[config.mk]
export PLATFORM = sky130hd
export DESIGN_NAME = ps2_host_tx
export DESIGN_NICKNAME = d
export VERILOG_FILES = /design/src/rtl/ps2_host_tx_pkg.sv /design/src/rtl/ps2_line_filter.sv /design/src/rtl/ps2_host_tx.sv
export SDC_FILE = /design/constraint.sdc
export NUM_CORES = 1
export LEC_CHECK = 0
export CAP_MARGIN = 30
export CORE_MARGIN = 3
export CORE_UTILIZATION = 45
export CTS_CLUSTER_DIAMETER = 30
export DETAILED_ROUTE_END_ITERATION = 10
export SLEW_MARGIN = 20
export SYNTH_ARGS = -nofsm -noshare
export SYNTH_HDL_FRONTEND = slang
export SYNTH_SLANG_ARGS = --single-unit
export TNS_END_PERCENT = 30
[constraint.sdc]
create_clock -name clk -period 7.3 [get_ports clk]
set_clock_uncertainty 0.05 [all_clocks]
set_input_delay 1.825 -clock clk [delete_from_list [all_inputs] [get_ports clk]]
set_output_delay 1.825 -clock clk [all_outputs]
set_load 0.01 [all_outputs]
[src/rtl/ps2_host_tx_pkg.sv]
// Shared PS/2 definitions: host transmitter FSM encoding and common command bytes.
package ps2_host_tx_pkg;

    typedef enum logic [2:0] {
        IDLE      = 3'd0,
        INHIBIT   = 3'd1,
        REQ       = 3'd2,
        SEND      = 3'd3,
        WAIT_ACK  = 3'd4,
        WAIT_IDLE = 3'd5
    } ps2_tx_state_t;

    localparam logic [7:0] CMD_SET_LEDS = 8'hED;
    localparam logic [7:0] CMD_ENABLE   = 8'hF4;
    localparam logic [7:0] CMD_RESET    = 8'hFF;
    localparam logic [7:0] RESP_ACK     = 8'hFA;

endpackage

[src/rtl/ps2_line_filter.sv]
// Conditions one raw PS/2 pin: 2-FF synchronizer, agreement-counter deglitcher,
// and a registered strobe on each filtered 1->0 transition.
module ps2_line_filter #(
    parameter int FILTER_LEN = 8
) (
    input  logic clk,
    input  logic rst,
    input  logic din,
    output logic q,
    output logic fall
);

    localparam int CW = $clog2(FILTER_LEN + 1);
    localparam logic [CW-1:0] CNT_LAST = CW'(FILTER_LEN - 1);

    logic [1:0]    sync;
    logic [CW-1:0] cnt;

    always_ff @(posedge clk or posedge rst) begin
        if (rst) begin
            sync <= 2'b11;
        end else begin
            sync <= {sync[0], din};
        end
    end

    // The output only flips after FILTER_LEN consecutive samples disagree with it.
    always_ff @(posedge clk or posedge rst) begin
        if (rst) begin
            q    <= 1'b1;
            cnt  <= '0;
            fall <= 1'b0;
        end else begin
            fall <= 1'b0;
            if (sync[1] == q) begin
                cnt <= '0;
            end else if (cnt == CNT_LAST) begin
                q    <= sync[1];
                cnt  <= '0;
                fall <= q;
            end else begin
                cnt <= cnt + 1'b1;
            end
        end
    end

endmodule

[src/rtl/ps2_host_tx.sv]
// PS/2 host-to-device transmitter: inhibits the bus, issues a request-to-send,
// shifts out one command byte on device clock falls and samples the ack bit.
module ps2_host_tx
    import ps2_host_tx_pkg::*;
#(
    parameter int INHIBIT_CYCLES = 12000,
    parameter int START_CYCLES   = 50,
    parameter int FILTER_LEN     = 8,
    parameter int TIMEOUT_CYCLES = 2000000
) (
    input  logic       clk,
    input  logic       rst,
    input  logic [7:0] tx_data,
    input  logic       tx_valid,
    output logic       tx_ready,
    output logic       busy,
    output logic       done,
    output logic       ack_ok,
    output logic       error,
    input  logic       ps2_clk_in,
    input  logic       ps2_data_in,
    output logic       ps2_clk_oe,
    output logic       ps2_data_oe
);

    localparam int PHASE_MAX = (INHIBIT_CYCLES > START_CYCLES) ? INHIBIT_CYCLES : START_CYCLES;
    localparam int PW = $clog2(PHASE_MAX + 1);
    localparam int TW = $clog2(TIMEOUT_CYCLES + 1);
    localparam logic [PW-1:0] INH_LAST   = PW'(INHIBIT_CYCLES - 1);
    localparam logic [PW-1:0] START_LAST = PW'(START_CYCLES - 1);
    localparam logic [TW-1:0] TO_LAST    = TW'(TIMEOUT_CYCLES - 1);

    ps2_tx_state_t state, state_next;
    logic [7:0]    shreg, shreg_next;
    logic          par, par_next;
    logic [3:0]    bitcnt, bitcnt_next;
    logic [PW-1:0] phase, phase_next;
    logic [TW-1:0] tocnt, tocnt_next;
    logic          data_oe_q, data_oe_next;
    logic          ack_next, done_next, error_next;

    logic clk_f, clk_fall, data_f, data_fall_unused;

    ps2_line_filter #(.FILTER_LEN(FILTER_LEN)) u_clk_filter (
        .clk  (clk),
        .rst  (rst),
        .din  (ps2_clk_in),
        .q    (clk_f),
        .fall (clk_fall)
    );

    ps2_line_filter #(.FILTER_LEN(FILTER_LEN)) u_data_filter (
        .clk  (clk),
        .rst  (rst),
        .din  (ps2_data_in),
        .q    (data_f),
        .fall (data_fall_unused)
    );

    always_ff @(posedge clk or posedge rst) begin
        if (rst) begin
            state     <= IDLE;
            shreg     <= '0;
            par       <= 1'b0;
            bitcnt    <= '0;
            phase     <= '0;
            tocnt     <= '0;
            data_oe_q <= 1'b0;
            ack_ok    <= 1'b0;
            done      <= 1'b0;
            error     <= 1'b0;
        end else begin
            state     <= state_next;
            shreg     <= shreg_next;
            par       <= par_next;
            bitcnt    <= bitcnt_next;
            phase     <= phase_next;
            tocnt     <= tocnt_next;
            data_oe_q <= data_oe_next;
            ack_ok    <= ack_next;
            done      <= done_next;
            error     <= error_next;
        end
    end

    always_comb begin
        state_next   = state;
        shreg_next   = shreg;
        par_next     = par;
        bitcnt_next  = bitcnt;
        phase_next   = phase;
        tocnt_next   = tocnt;
        data_oe_next = data_oe_q;
        ack_next     = ack_ok;
        done_next    = 1'b0;
        error_next   = 1'b0;

        case (state)
            IDLE: begin
                data_oe_next = 1'b0;
                if (tx_valid) begin
                    shreg_next  = tx_data;
                    par_next    = ~^tx_data;
                    ack_next    = 1'b0;
                    bitcnt_next = '0;
                    phase_next  = '0;
                    state_next  = INHIBIT;
                end
            end
            INHIBIT: begin
                data_oe_next = 1'b0;
                if (phase == INH_LAST) begin
                    phase_next   = '0;
                    data_oe_next = 1'b1;
                    tocnt_next   = '0;
                    state_next   = REQ;
                end else begin
                    phase_next = phase + 1'b1;
                end
            end
            REQ: begin
                data_oe_next = 1'b1;
                tocnt_next   = '0;
                if (phase == START_LAST) begin
                    state_next = SEND;
                end else begin
                    phase_next = phase + 1'b1;
                end
            end
            // Data changes while the device holds the clock low; it samples on the rise.
            SEND: begin
                tocnt_next = tocnt + 1'b1;
                if (clk_fall) begin
                    tocnt_next  = '0;
                    bitcnt_next = bitcnt + 1'b1;
                    if (bitcnt < 4'd8) begin
                        data_oe_next = ~shreg[bitcnt[2:0]];
                    end else if (bitcnt == 4'd8) begin
                        data_oe_next = ~par;
                    end else begin
                        data_oe_next = 1'b0;
                        state_next   = WAIT_ACK;
                    end
                end
            end
            WAIT_ACK: begin
                data_oe_next = 1'b0;
                tocnt_next   = tocnt + 1'b1;
                if (clk_fall) begin
                    tocnt_next = '0;
                    ack_next   = ~data_f;
                    state_next = WAIT_IDLE;
                end
            end
            WAIT_IDLE: begin
                data_oe_next = 1'b0;
                tocnt_next   = tocnt + 1'b1;
                if (clk_fall) begin
                    tocnt_next = '0;
                end
                if (clk_f && data_f) begin
                    done_next  = 1'b1;
                    state_next = IDLE;
                end
            end
            default: begin
                data_oe_next = 1'b0;
                state_next   = IDLE;
            end
        endcase

        // A silent device aborts the frame from any device-clocked state.
        if ((state == SEND || state == WAIT_ACK || state == WAIT_IDLE) && tocnt == TO_LAST) begin
            state_next   = IDLE;
            data_oe_next = 1'b0;
            ack_next     = 1'b0;
            done_next    = 1'b0;
            error_next   = 1'b1;
        end
    end

    assign tx_ready    = (state == IDLE);
    assign busy        = (state != IDLE);
    assign ps2_clk_oe  = (state == INHIBIT) || (state == REQ);
    assign ps2_data_oe = data_oe_q;

endmodule
Yosys cells after proc, flatten, opt, wreduce, memory -nomap -nowiden
Index checks and enable logic that the tools add are counted.
- order comparisons: 2
- eq/ne operators: 25
- bitwise operators: 5
- muxes and demuxes: 42
- add/subtract/negate cells: 5
- reductions and logical operators: 21
- operators by type and width (cell ; number):
    $pmux 21 s3 ; 1
    $mux 14 ; 3
    $mux 21 ; 2
    $pmux 14 s3 ; 1
    $mux 3 ; 9
    $mux 4 ; 6
    $add 21x1->21 const B ; 1
    $eq 21x21->1 const B ; 1
    $pmux 3 s6 ; 1
    $mux 1 ; 15
    $add 14x1->14 const B ; 1
    $eq 14x14->1 const B ; 1
    $eq 14x6->1 const B ; 1
    $add 4x1->4 const B ; 3
    $ne 3x2->1 const B ; 4
    $reduce_bool 3->1 ; 4
    $reduce_and 3->1 ; 3
    $eq 4x3->1 const B ; 2
    $pmux 4 s2 ; 1
    $reduce_and 2->1 ; 4
    $reduce_and 8->1 ; 1
    $reduce_xnor 8->1 ; 1
    $eq 3x2->1 const B ; 2
    $eq 3x3->1 const B ; 2
    18 further kinds ; 30
- bits in registers: 70

Logic depth before layout (Yosys ltp)
Gate-level depths: netlist of run 1.
- depth after elaboration: 7
- mapped depth: 9

Cells and area by module
Synthesis of run 1 repeated with hierarchy kept, for this count alone.
- cell total of the unflattened synthesis: 379
- area total of the unflattened synthesis: 3706.1 um2
- by module, submodules not included (module ; instances ; seq. area each (um2) ; area an instance (um2) ; cells each):
    ps2_host_tx ; 1 ; 1376.3 ; 3075.4 ; 335
    ps2_line_filter ; 2 ; 203.9 ; 315.3 ; 22

Worst setup path after synthesis of run 1
OpenSTA, ideal clock, no wires.
- path kind: flip-flop to output port
- start point: register state[1]
- end point: output busy
- data arrival time: 1.151 ns
- required time: 5.425 ns
- path buffers: 1
- cell stages (with the launch flop): 4
- setup slack: 4.274 ns
- path through: dfrtp_1 buf_2 nor3_1 inv_1
- cells in the longest elaborated chain, start to end: 1
- ends and longest elaborated chain (what ; line ; source):
    start: declaration ; ps2_host_tx.sv:33 ; ps2_tx_state_t state, state_next;
    start signal: assignment ; ps2_host_tx.sv:73 ; state <= state_next;
    $reduce_bool 3->1 ; ps2_host_tx.sv:183 ; assign busy = (state != IDLE);
    end: declaration ; ps2_host_tx.sv:16 ; output logic busy,
No other way between the ends.

Final worst setup path of run 1
- start point: register state[0]
- end point: output ps2_clk_oe
- cells in the longest elaborated chain, start to end: 2
- elaborated cells on any way between the ends: 3
- ends and longest elaborated chain (what ; line ; source):
    $eq 3x1->1 or $eq 3x2->1 (tied branches) ; ps2_host_tx.sv:184 ; assign ps2_clk_oe = (state == INHIBIT) || (state == REQ);
    $logic_or 1x1->1 * ; ps2_host_tx.sv:184 ;
    end: declaration ; ps2_host_tx.sv:22 ; output logic ps2_clk_oe,
Mark *: on every way between the ends. The rest lies on a longest branch, timed or not.

==> impl_results.md, run 1 <==
- Setup bufs post-CTS: 0
- TritonCTS clock tree: built
- Tightest Pin Transition: 0.8754 ns
- Crit Path Max Fanout: 18
- Ranking of synthesized cells by area: dfrtp_1 41%, nand2_1 4.7%, o21ai_1 4.4%
- Fmax: 255.7 MHz
- Via count: 3184
- First-pass GRT wire length: 14840 um
- Syn_nets: 441
- Number of port buffers: 19
- Placed inst area: 4178 um^2
- Routability cong.: 0.8652
- EDFF count, synth: 0
- Setup crit end kind: output port
- Wire per inst: 15.54 um
- Synthesis Warnings: 0
- Clock latency on the worst-skew pair: 0.35 ns
- Ys async rst share: 100.0%
- Max rail drop VDD: 0.09923 mV
- Antenna viol nets, final: 0
- Final Cycle Share: 53.56%
- LEAKAGE: 1.799 nW
- Synth unique cells: 70
- Gr usage total: 18.46%
- DR vias/cell: 5.789
- CTS H-tree lvls: 3
- Final setup viols: 0
- Largest net degree at the start of global routing: 71
- Io pins: 20
- Initial antenna violation count: 0
- Clock slew seen by the registers of the worst setup and hold paths: 0.07 ns
- Final Instance Area: 4359 um^2
- Starting DRT DRC Count: 153
- Reg area: 1759 um^2
- Setup TNS: 0 ns
- Cells after synthesis: 421
- Critical path type: reg -> out
- CTS buffer count: 9
- Hold WC Path Type: reg -> reg
- PostCTS Resize Cnt: 0
- Die ar.: 9832 um^2
- Site Rows: 33
- Minimum clock period: 3.910 ns
- Remaining global-route overflow: 0
- TritonRoute pass-1 iters: 5
- Yosys reg bits: 70
- Starting Density: 46.82%
- Synth area leader: dfrtp_1
- # clock sinks: 70
- # Max-Cap Violations: 0
- HPWL after detailed placement: 5840 um
- Status: complete, no violations
- Layout area overhead: 11.63%
- Type of origin of the critical path: flop
- WP data arrival: 2.04 ns
- Top-area cell type share of the netlist area: 41.01%
- Most frequent cells in the layout: 64 x dfrtp_1, 49 x nand2_1, 34 x o21ai_1, 34 x nor2_1, 24 x a21oi_1
- RSZ-0062 raised after global routing: false
- Final net count: 460
- Inserted Diodes: 0
- Number of remaining DRC errors: 0
- Relative slew margins: 41.64%
- Core ar.: 8341 um^2
- Layout cells sized above 1: 10.79%
- Hold_buf cts: 0
- Fill cell count: 772
- Power per cell area: 181.6 nW/um^2
- Synth Area per Inst: 9.276 um^2
- R2R Setup Slk: 5.10 ns
- Multi-input gate area: 2003 um^2
- Vias in the first global route: 3084
- Die width: 99.16 um
- Post-Syn Area: 3905 um^2
- Hold depth: 0
- Clk buf depth: 2
- Req. time, crit path: 5.43 ns
- DIE HEIGHT: 99.16 um
- Max-slew violations: 0
- Routed wire length: 8547 um
- Fin. Hold Viols: 0
- Cells on worst reg2reg path: 6
- Root buffer cell: clkbuf_8
- Seq/Total Area, Yosys: 45.05%
- Prevailing post-synth register cell: dfrtp_1
- Most common cell after layout, fill and taps aside: dfrtp_1
[cell type report]
cell class              instances  area share, %
well taps                     105          3.014
clock buffers                  15          4.047
multi-input cells             321          45.95
inverters                      13          1.119
repair buffers                 25          5.396
flip-flops and latches         70          40.36
clock inverters                 1         0.1148
[cells by family after synthesis]
family	after synthesis	share of synthesized area (%)
AND/OR/NAND/NOR	182	25.60
AO/OA/AOI/OAI	111	17.75
flip-flops	70	45.05
buffers and inverters	30	3.652
XOR/XNOR	13	2.916
multiplexers	8	2.787
adder cells (fa/ha/maj)	7	2.243
[registers in the layout (all words and copies together) (netlist names)]
name / flops
ack_ok: 1
u_clk_filter.sync: 2
error: 1
done: 1
u_data_filter.q: 1
u_data_filter.cnt: 4
phase: 14
u_clk_filter.fall: 1
bitcnt: 4
u_clk_filter.cnt: 4
state: 3
ps2_data_oe: 1
u_clk_filter.q: 1
shreg: 8
u_data_filter.sync: 2
par: 1
tocnt: 21
[worst paths after layout]
path	startpoint	to
max in group asynchronous	rst	phase[2]
min in group asynchronous	rst	state[1]
worst min-delay path	u_data_filter.sync[0]	u_data_filter.sync[1]
worst max-delay path	state[0]	ps2_clk_oe
worst min register to register	u_data_filter.sync[0]	u_data_filter.sync[1]
worst max register to register	phase[0]	phase[13]
[metrics by stage]
step / worst slack, ns / util [%] / hold slack (ns) / total power [W] / instances
finish: 3.390 / 52.27 / 0.3153 / 0.0007918 / 550
global route: 3.264 / 52.27 / 0.3218 / 0.0008303 / 550
CTS: 3.383 / 52.27 / 0.3215 / 0.0008026 / 550
detailed placement: 3.682 / 50.09 / 0.3089 / 0.0005089 / 534
global placement: 3.716 / 50.09 / 0.3029 / 0.0005053 / 534
floorplan: 3.667 / - / 0.2952 / 0.0004846 / 421
[worst max-delay path: stages, from the launching register on]
cell and delay (ns):
dfrtp_1 0.55, nand2b_2 0.30, a21o_1 0.22, inv_1 0.09, clkdlybuf4s50_1 0.54
[where the power goes]
part            total, W  internal (W)  leakage [nW]  switching (W)
Sequential      0.000434      0.000414         0.913      0.0000202
Clock           0.000292      0.000152        0.0937       0.000140
Combinational  0.0000658     0.0000347         0.792      0.0000311
[cells in the mapped netlist, drive strengths merged, types with 3 or more instances]
| cell type | instances |
|---|---|
| nor2b | 4 |
| and4 | 4 |
| o31ai | 10 |
| or4 | 7 |
| buf | 7 |
| and2 | 5 |
| dfstp | 6 |
| nand3 | 14 |
| or3 | 6 |
| o21ai | 39 |
| nand2 | 49 |
| nor3 | 12 |
| nor4 | 7 |
| a41oi | 4 |
| xor2 | 3 |
| a21o | 6 |
| nand2b | 6 |
| mux2i | 3 |
| a31oi | 8 |
| dfrtp | 64 |
| ha | 7 |
| a21oi | 24 |
| nor3b | 3 |
| nor2 | 36 |
| and3 | 4 |
| xnor2 | 10 |
| nand4 | 15 |
| inv | 13 |
| clkbuf | 10 |
| mux2 | 3 |
[layer usage]
metal	up-vias	GRT usage [%]	part of all wire (%)	wire length [um]
met5	-	0	0	0
met4	0	7.563	1.8	155
met3	13	3.366	3.8	327
met2	67	27.53	45	3837
met1	1507	26.59	49	4228
li1	1597	-	-	-
Power figures use the tool's default switching activity.
==> inputs of run 2 (changes only) <==
==> constraint.sdc (replaced) <==
create_clock -name clk -period 3.2 [get_ports clk]
set_clock_uncertainty 0.05 [all_clocks]
set_input_delay 0.8 -clock clk [delete_from_list [all_inputs] [get_ports clk]]
set_output_delay 0.8 -clock clk [all_outputs]
set_load 0.01 [all_outputs]
==> run 2 against run 1 <==
  * Non-clock buffer count is 3 higher
  * Largest power group unchanged
  * Cell count is 0.55% higher
  * Sequential share of layout area is 0.62 points lower
  * Combinational power is 130% higher
  * Routed wire length is 3.6% higher
==> impl_results.md, run 2 (synthesis gave the netlist of run 1 again) <==
- LEAKAGE: 1.830 nW (+1.8%)
- Fmax: 349.0 MHz
- Placed inst area: 4213 um^2 (+0.84%)
- TritonRoute pass-1 iters: 5 (unchanged)
- Core ar.: 8341 um^2 (unchanged)
- # Max-Cap Violations: 0 (unchanged)
- Wire per inst: 16.01 um (+3.0%)
- Die ar.: 9832 um^2 (unchanged)
- Power per cell area: 435.5 nW/um^2 (+140%)
- Largest regs: tocnt: 21 flops, phase: 14 flops, shreg: 8 flops
- Max FFs per register: 21 (unchanged)
- Final Instance Area: 4427 um^2 (+1.6%)
- Clock slew seen by the registers of the worst setup and hold paths: 0.08 ns (about the same)
- Critical-path cell list: nand2b_1, a21o_1, inv_1, clkdlybuf4s50_1
- Clock latency on the worst-skew pair: 0.35 ns (about the same)
- Buf+Inv Stages, Crit Path: 2 (unchanged)
- Final setup viols: 0 (unchanged)
- Critical path's slowest cell: dfrtp_1
- Switching power: 0.0004652 W (+140%)
- Int Pwr: 0.001463 W (+140%)
- Remaining global-route overflow: 0 (unchanged)
- Die width: 99.16 um (unchanged)
- Root buffer cell: clkbuf_8
- Delay-heaviest family, CP: buffers and inverters
- Hold WC Path Type: reg -> reg
- Io pins: 20 (unchanged)
- HPWL after detailed placement: 6119 um (+4.8%)
- Finished Layout Cells: 553 (+0.55%)
- Starting Density: 46.82% (unchanged)
- Req. time, crit path: 2.35 ns (-3.08 ns)
- Worst r2r src: phase[0]
- Minimum clock period: 2.865 ns
- Fill cell count: 776 (+0.52%)
- GRT busiest layer: met2
- Met1 Track Usage GR: 27.40% (+0.82 points)
- Status: complete, no violations
- Most frequent cells in the layout: 64 x dfrtp_1, 49 x nand2_1, 34 x o21ai_1, 34 x nor2_1, 24 x a21oi_1
- Min-delay src: u_data_filter.sync[0]
- Site Rows: 33 (unchanged)
- Placed cell count: 537 (+0.56%)
- Inserted Diodes: 0 (unchanged)
- Setup TNS: 0 ns (unchanged)
- Final Cycle Share: 89.54%
- DIE HEIGHT: 99.16 um (unchanged)
- Fin. Hold Viols: 0 (unchanged)
- Crit Path Max Fanout: 17 (-1)
- WP data arrival: 2.02 ns (-0.02 ns)
- Relative slew margins: 41.77% (+0.12 points)
- CTS H-tree lvls: 3 (unchanged)
- Worst setup path endpoint: ps2_clk_oe
- Worst Setup SP: state[1]
- Vias in the first global route: 3171 (+2.8%)
- Routability cong.: 0.8280 (-4.3%)
- Initial antenna violation count: 0 (unchanged)
- Gate power share: 7.9% (-0.4 points)
- RSZ-0062 raised after global routing: false
- Setup crit end kind: output port
- Reg2reg end: phase[10]
- DR vias/cell: 5.810 (+0.36%)
- CTS buffer count: 9 (unchanged)
- Layout area overhead: 13.36%
- Largest net degree at the start of global routing: 30 (-58%)
- Max rail drop VDD: 0.2809 mV (+180%)
- Number of port buffers: 19 (unchanged)
- Reg power frac: 51.4% (-3.4 points)
- Util after Layout: 53.08% (+0.81 points)
- Number of remaining DRC errors: 0 (unchanged)
- Setup bufs post-CTS: 0 (unchanged)
- Hold_buf cts: 0 (unchanged)
- Type of origin of the critical path: flop
- Antenna viol nets, final: 0 (unchanged)
- TritonCTS clock tree: built
- Gr usage total: 19.20% (+0.74 points)
- Final net count: 463 (+0.65%)
- Largest Register: tocnt
- Most common cell after layout, fill and taps aside: dfrtp_1
- CP peak stage delay: 0.57 ns (+0.02 ns)
- PostCTS Resize Cnt: 0 (unchanged)
- R2R Setup Slk: 0.97 ns (-4.13 ns)
- Starting DRT DRC Count: 146 (-4.6%)
- Clock Power Share: 40.7% (+3.8 points)
- Clk buf depth: 2 (unchanged)
- Cells on worst reg2reg path: 6 (unchanged)
- Layout cells sized above 1: 11.83% (+1.0 points)
- Via count: 3213 (+0.91%)
- Number of cells on the critical path: 4 (unchanged)
- Max-slew violations: 0 (unchanged)
- Met3 Usage GRT: 4.909% (+1.5 points)
- # clock sinks: 70 (unchanged)
- First-pass GRT wire length: 15410 um (+3.9%)
- Tightest Pin Transition: 0.8677 ns (-0.007693 ns)
- Routed wire length: 8855 um (+3.6%)
- Sw Share: 24.13% (-0.066 points)
- GRT met2 Usage: 29.49% (+2.0 points)
- Critical path type: reg -> out
[run 2: cell count changes in the layout (fill, tap and decap cells not counted), sizes merged]
cell and delta:
buf +3, clkinv +2, clkbuf -5, bufinv +2, clkinvlp +1
[run 2: power by group through the flow]
stage	Combinational [W]	Sequential, W	Clock (W)
5_1_grt	0.000176	0.000999	0.000845
3_3_place_gp	0.000152	0.00101	0
2_1_floorplan	0.000112	0.000993	0
3_5_place_dp	0.000157	0.00101	0
6_report	0.000152	0.000992	0.000784
4_1_cts	0.000157	0.000992	0.000806
[run 2: cell type report]
type                            instances  area, um^2  share of cell area (%)
Sequential cell                        70        1759                   39.74
Clock buffer                           10       127.6                   2.883
Inverter                               13       48.80                   1.102
Multi-Input combinational cell        321        2003                   45.25
Tap cell                              105       131.4                   2.968
Clock inverter                          6       86.33                   1.950
Timing Repair Buffer                   28       270.3                   6.105
[run 2: worst min-delay path by stage]
stage                     cells past startpoint                     to  slack (ns)
after global placement                        0  u_data_filter.sync[1]        0.30
after floorplan                               0   u_clk_filter.sync[1]        0.30
after detailed placement                      0  u_data_filter.sync[1]        0.30
after CTS                                     0  u_data_filter.sync[1]        0.32
after global routing                          0  u_data_filter.sync[1]        0.32
final                                         0  u_data_filter.sync[1]        0.31
[run 2: metal layers]
metal | wire length, um | share of wire (%) | vias up
met5 | 0 | 0 | -
met4 | 113 | 1.3 | 0
met3 | 319 | 3.6 | 10
met2 | 4041 | 46 | 56
met1 | 4380 | 49 | 1551
li1 | - | - | 1596
[run 2: metrics by stage]
step / setup slack [ns] / hold WS (ns) / total power [W]
2_1_floorplan: 0.5917 / 0.2952 / 0.001105
3_3_place_gp: 0.6569 / 0.3000 / 0.001157
3_5_place_dp: 0.6218 / 0.2968 / 0.001164
4_1_cts: 0.3374 / 0.3154 / 0.001954
5_1_grt: 0.1681 / 0.3183 / 0.002021
6_report: 0.3346 / 0.3145 / 0.001928
==> inputs of run 3 (changes only) <==
--- a/config.mk
+++ b/config.mk
@@ -6,7 +6,6 @@
 export NUM_CORES = 1
 export LEC_CHECK = 0
 export CAP_MARGIN = 30
-export CORE_MARGIN = 3
 export CORE_UTILIZATION = 45
 export CTS_CLUSTER_DIAMETER = 30
 export DETAILED_ROUTE_END_ITERATION = 10
==> run 3 against run 2 <==
  * First-iteration DRC count fell by 13%
  * Register-to-register slack improved by 0.02 ns
  * Global-route usage rose by 1.9 points
==> impl_results.md, run 3 (synthesis gave the netlist of run 1 again) <==
- Fin. Hold Viols: 0 (unchanged)
- Fmax: 341.1 MHz (-2.3%)
- PostCTS Resize Cnt: 0 (unchanged)
- Setup crit end kind: output port
- Setup bufs post-CTS: 0 (unchanged)
- Multi-input gate area: 2003 um^2 (unchanged)
- Die ar.: 9054 um^2 (-7.9%)
- Fin Hold WS: 0.3113 ns (-0.003203 ns)
- DIE HEIGHT: 95.16 um (-4.0%)
- TritonCTS clock tree: built
- Largest net degree at the start of global routing: 71 (+140%)
- Final net count: 460 (-0.65%)
- CTS H-tree lvls: 3 (unchanged)
- Clock latency on the worst-skew pair: 0.34 ns (about the same)
- Layout area overhead: 12.94%
- Setup TNS: 0 ns (unchanged)
- Initial antenna violation count: 0 (unchanged)
- Power per cell area: 435.2 nW/um^2 (about the same)
- # clock sinks: 70 (unchanged)
- Sw Share: 23.38% (-0.74 points)
- Switching power: 0.0004488 W (-3.5%)
- Root buffer cell: clkbuf_8
- Relative slew margins: 42.06% (+0.30 points)
- Fill cell count: 742 (-4.4%)
- Routed met1 length: 4263 um (-2.7%)
- Hold_buf cts: 0 (unchanged)
- Starting Density: 47.05% (+0.23 points)
- Site Rows: 33 (unchanged)
- Number of port buffers: 19 (unchanged)
- Number of remaining DRC errors: 0 (unchanged)
- Inserted Diodes: 0 (unchanged)
- Finished Layout Cells: 550 (-0.54%)
- Top layer in use: met4
- Clk buf depth: 2 (unchanged)
- Max rail drop VDD: 0.2336 mV (-17%)
- Final Cycle Share: 91.62% (+2.1 points)
- Type of origin of the critical path: flop
- Placed inst area: 4190 um^2 (-0.53%)
- LEAKAGE: 1.818 nW (-0.64%)
- CTS buffer count: 9 (unchanged)
- Wire per inst: 15.47 um (-3.4%)
- Most common cell after layout, fill and taps aside: dfrtp_1
- Final Instance Area: 4410 um^2 (-0.37%)
- Minimum clock period: 2.932 ns (+0.06653 ns)
- Remaining global-route overflow: 0 (unchanged)
- Met3 routed WL: 288 um (-9.7%)
- DR vias/cell: 5.869 (+1.0%)
- Status: complete, no violations
- Clock slew seen by the registers of the worst setup and hold paths: 0.08 ns (about the same)
- First-pass GRT wire length: 14730 um (-4.4%)
- Core ar.: 8299 um^2 (-0.50%)
- Max FFs per register: 21 (unchanged)
- Critical path type: reg -> out
- Int Pwr: 0.001471 W (+0.53%)
- Routed wire length: 8511 um (-3.9%)
- Final setup viols: 0 (unchanged)
- Starting DRT DRC Count: 127 (-13%)
- Metal2 WL: 3842 um (-4.9%)
- Max-slew violations: 0 (unchanged)
- Placed cell count: 534 (-0.56%)
- TritonRoute pass-1 iters: 4 (-1)
- Antenna viol nets, final: 0 (unchanged)
- Req. time, crit path: 2.35 ns (about the same)
- Layout cells sized above 1: 11.24% (-0.59 points)
- Reg power frac: 51.5% (about the same)
- Most frequent cells in the layout: 64 x dfrtp_1, 49 x nand2_1, 34 x o21ai_1, 34 x nor2_1, 24 x a21oi_1
- Routability cong.: 0.8093 (-2.3%)
- Clock Power Share: 40.6% (about the same)
- Largest regs: tocnt: 21 flops, phase: 14 flops, shreg: 8 flops
- Reg area: 1759 um^2 (unchanged)
- Die width: 95.16 um (-4.0%)
- HPWL after detailed placement: 5670 um (-7.3%)
- Io pins: 20 (unchanged)
- # Max-Cap Violations: 0 (unchanged)
- WP data arrival: 2.08 ns (+0.06 ns)
- Tightest Pin Transition: 0.8633 ns (-0.004397 ns)
- Largest Register: tocnt
- Gr usage total: 21.13% (+1.9 points)
- Gate power share: 7.9% (about the same)
- Crit Path Max Fanout: 18 (+1)
- RSZ-0062 raised after global routing: false
- Hold WC Path Type: reg -> reg
- Vias in the first global route: 3120 (-1.6%)
- Via count: 3228 (+0.47%)
-- run 3: layout make-up --
class | instances | area share [%]
Multi-Input combinational cell | 321 | 45.42
Sequential cell | 70 | 39.89
Timing Repair Buffer | 25 | 5.617
Clock buffer | 14 | 4.142
Tap cell | 105 | 2.979
Inverter | 13 | 1.106
Clock inverter | 2 | 0.8511
-- run 3: layer usage --
metal | GRT usage [%] | vias to the layer above
met4 | 7.071 | 0
li1 | - | 1600
met2 | 32.32 | 57
met1 | 29.48 | 1562
met5 | 0 | -
met3 | 4.705 | 9
-- run 3: power by group through the flow --
stage          logic [W]  registers (W)  clock network [W]
6_report        0.000151       0.000989           0.000779
5_1_grt         0.000174       0.000997           0.000829
4_1_cts         0.000154       0.000990           0.000807
3_5_place_dp    0.000152        0.00101                  0
3_3_place_gp    0.000151        0.00100                  0
2_1_floorplan   0.000112       0.000993                  0
-- run 3: path summary, 6_finish.rpt --
check	startpoint	cells after the start	endpoint	slack, ns
min	u_data_filter.sync[0]	0	u_data_filter.sync[1]	0.31
max reg2reg	phase[0]	6	phase[9]	0.99
min in group asynchronous	rst	3	par	0.80
max in group asynchronous	rst	3	u_data_filter.q	1.96
max	state[0]	4	ps2_clk_oe	0.27
min reg2reg	u_data_filter.sync[0]	0	u_data_filter.sync[1]	0.31
-- run 3: worst max-delay path, stage by stage, from the launching register on --
cell	delay (ns)
dfrtp_1	0.56
nand2b_2	0.31
a21o_1	0.22
inv_1	0.09
clkdlybuf4s50_1	0.55
-- run 3: through the flow --
stage               total power (W)  setup WS (ns)  util [%]
floorplan                  0.001105         0.5917         -
global placement           0.001156         0.6476     50.49
detailed placement         0.001159         0.5589     50.49
CTS                        0.001951         0.2622     53.14
global route               0.002000         0.1596     53.14
finish                     0.001919         0.2680     53.14
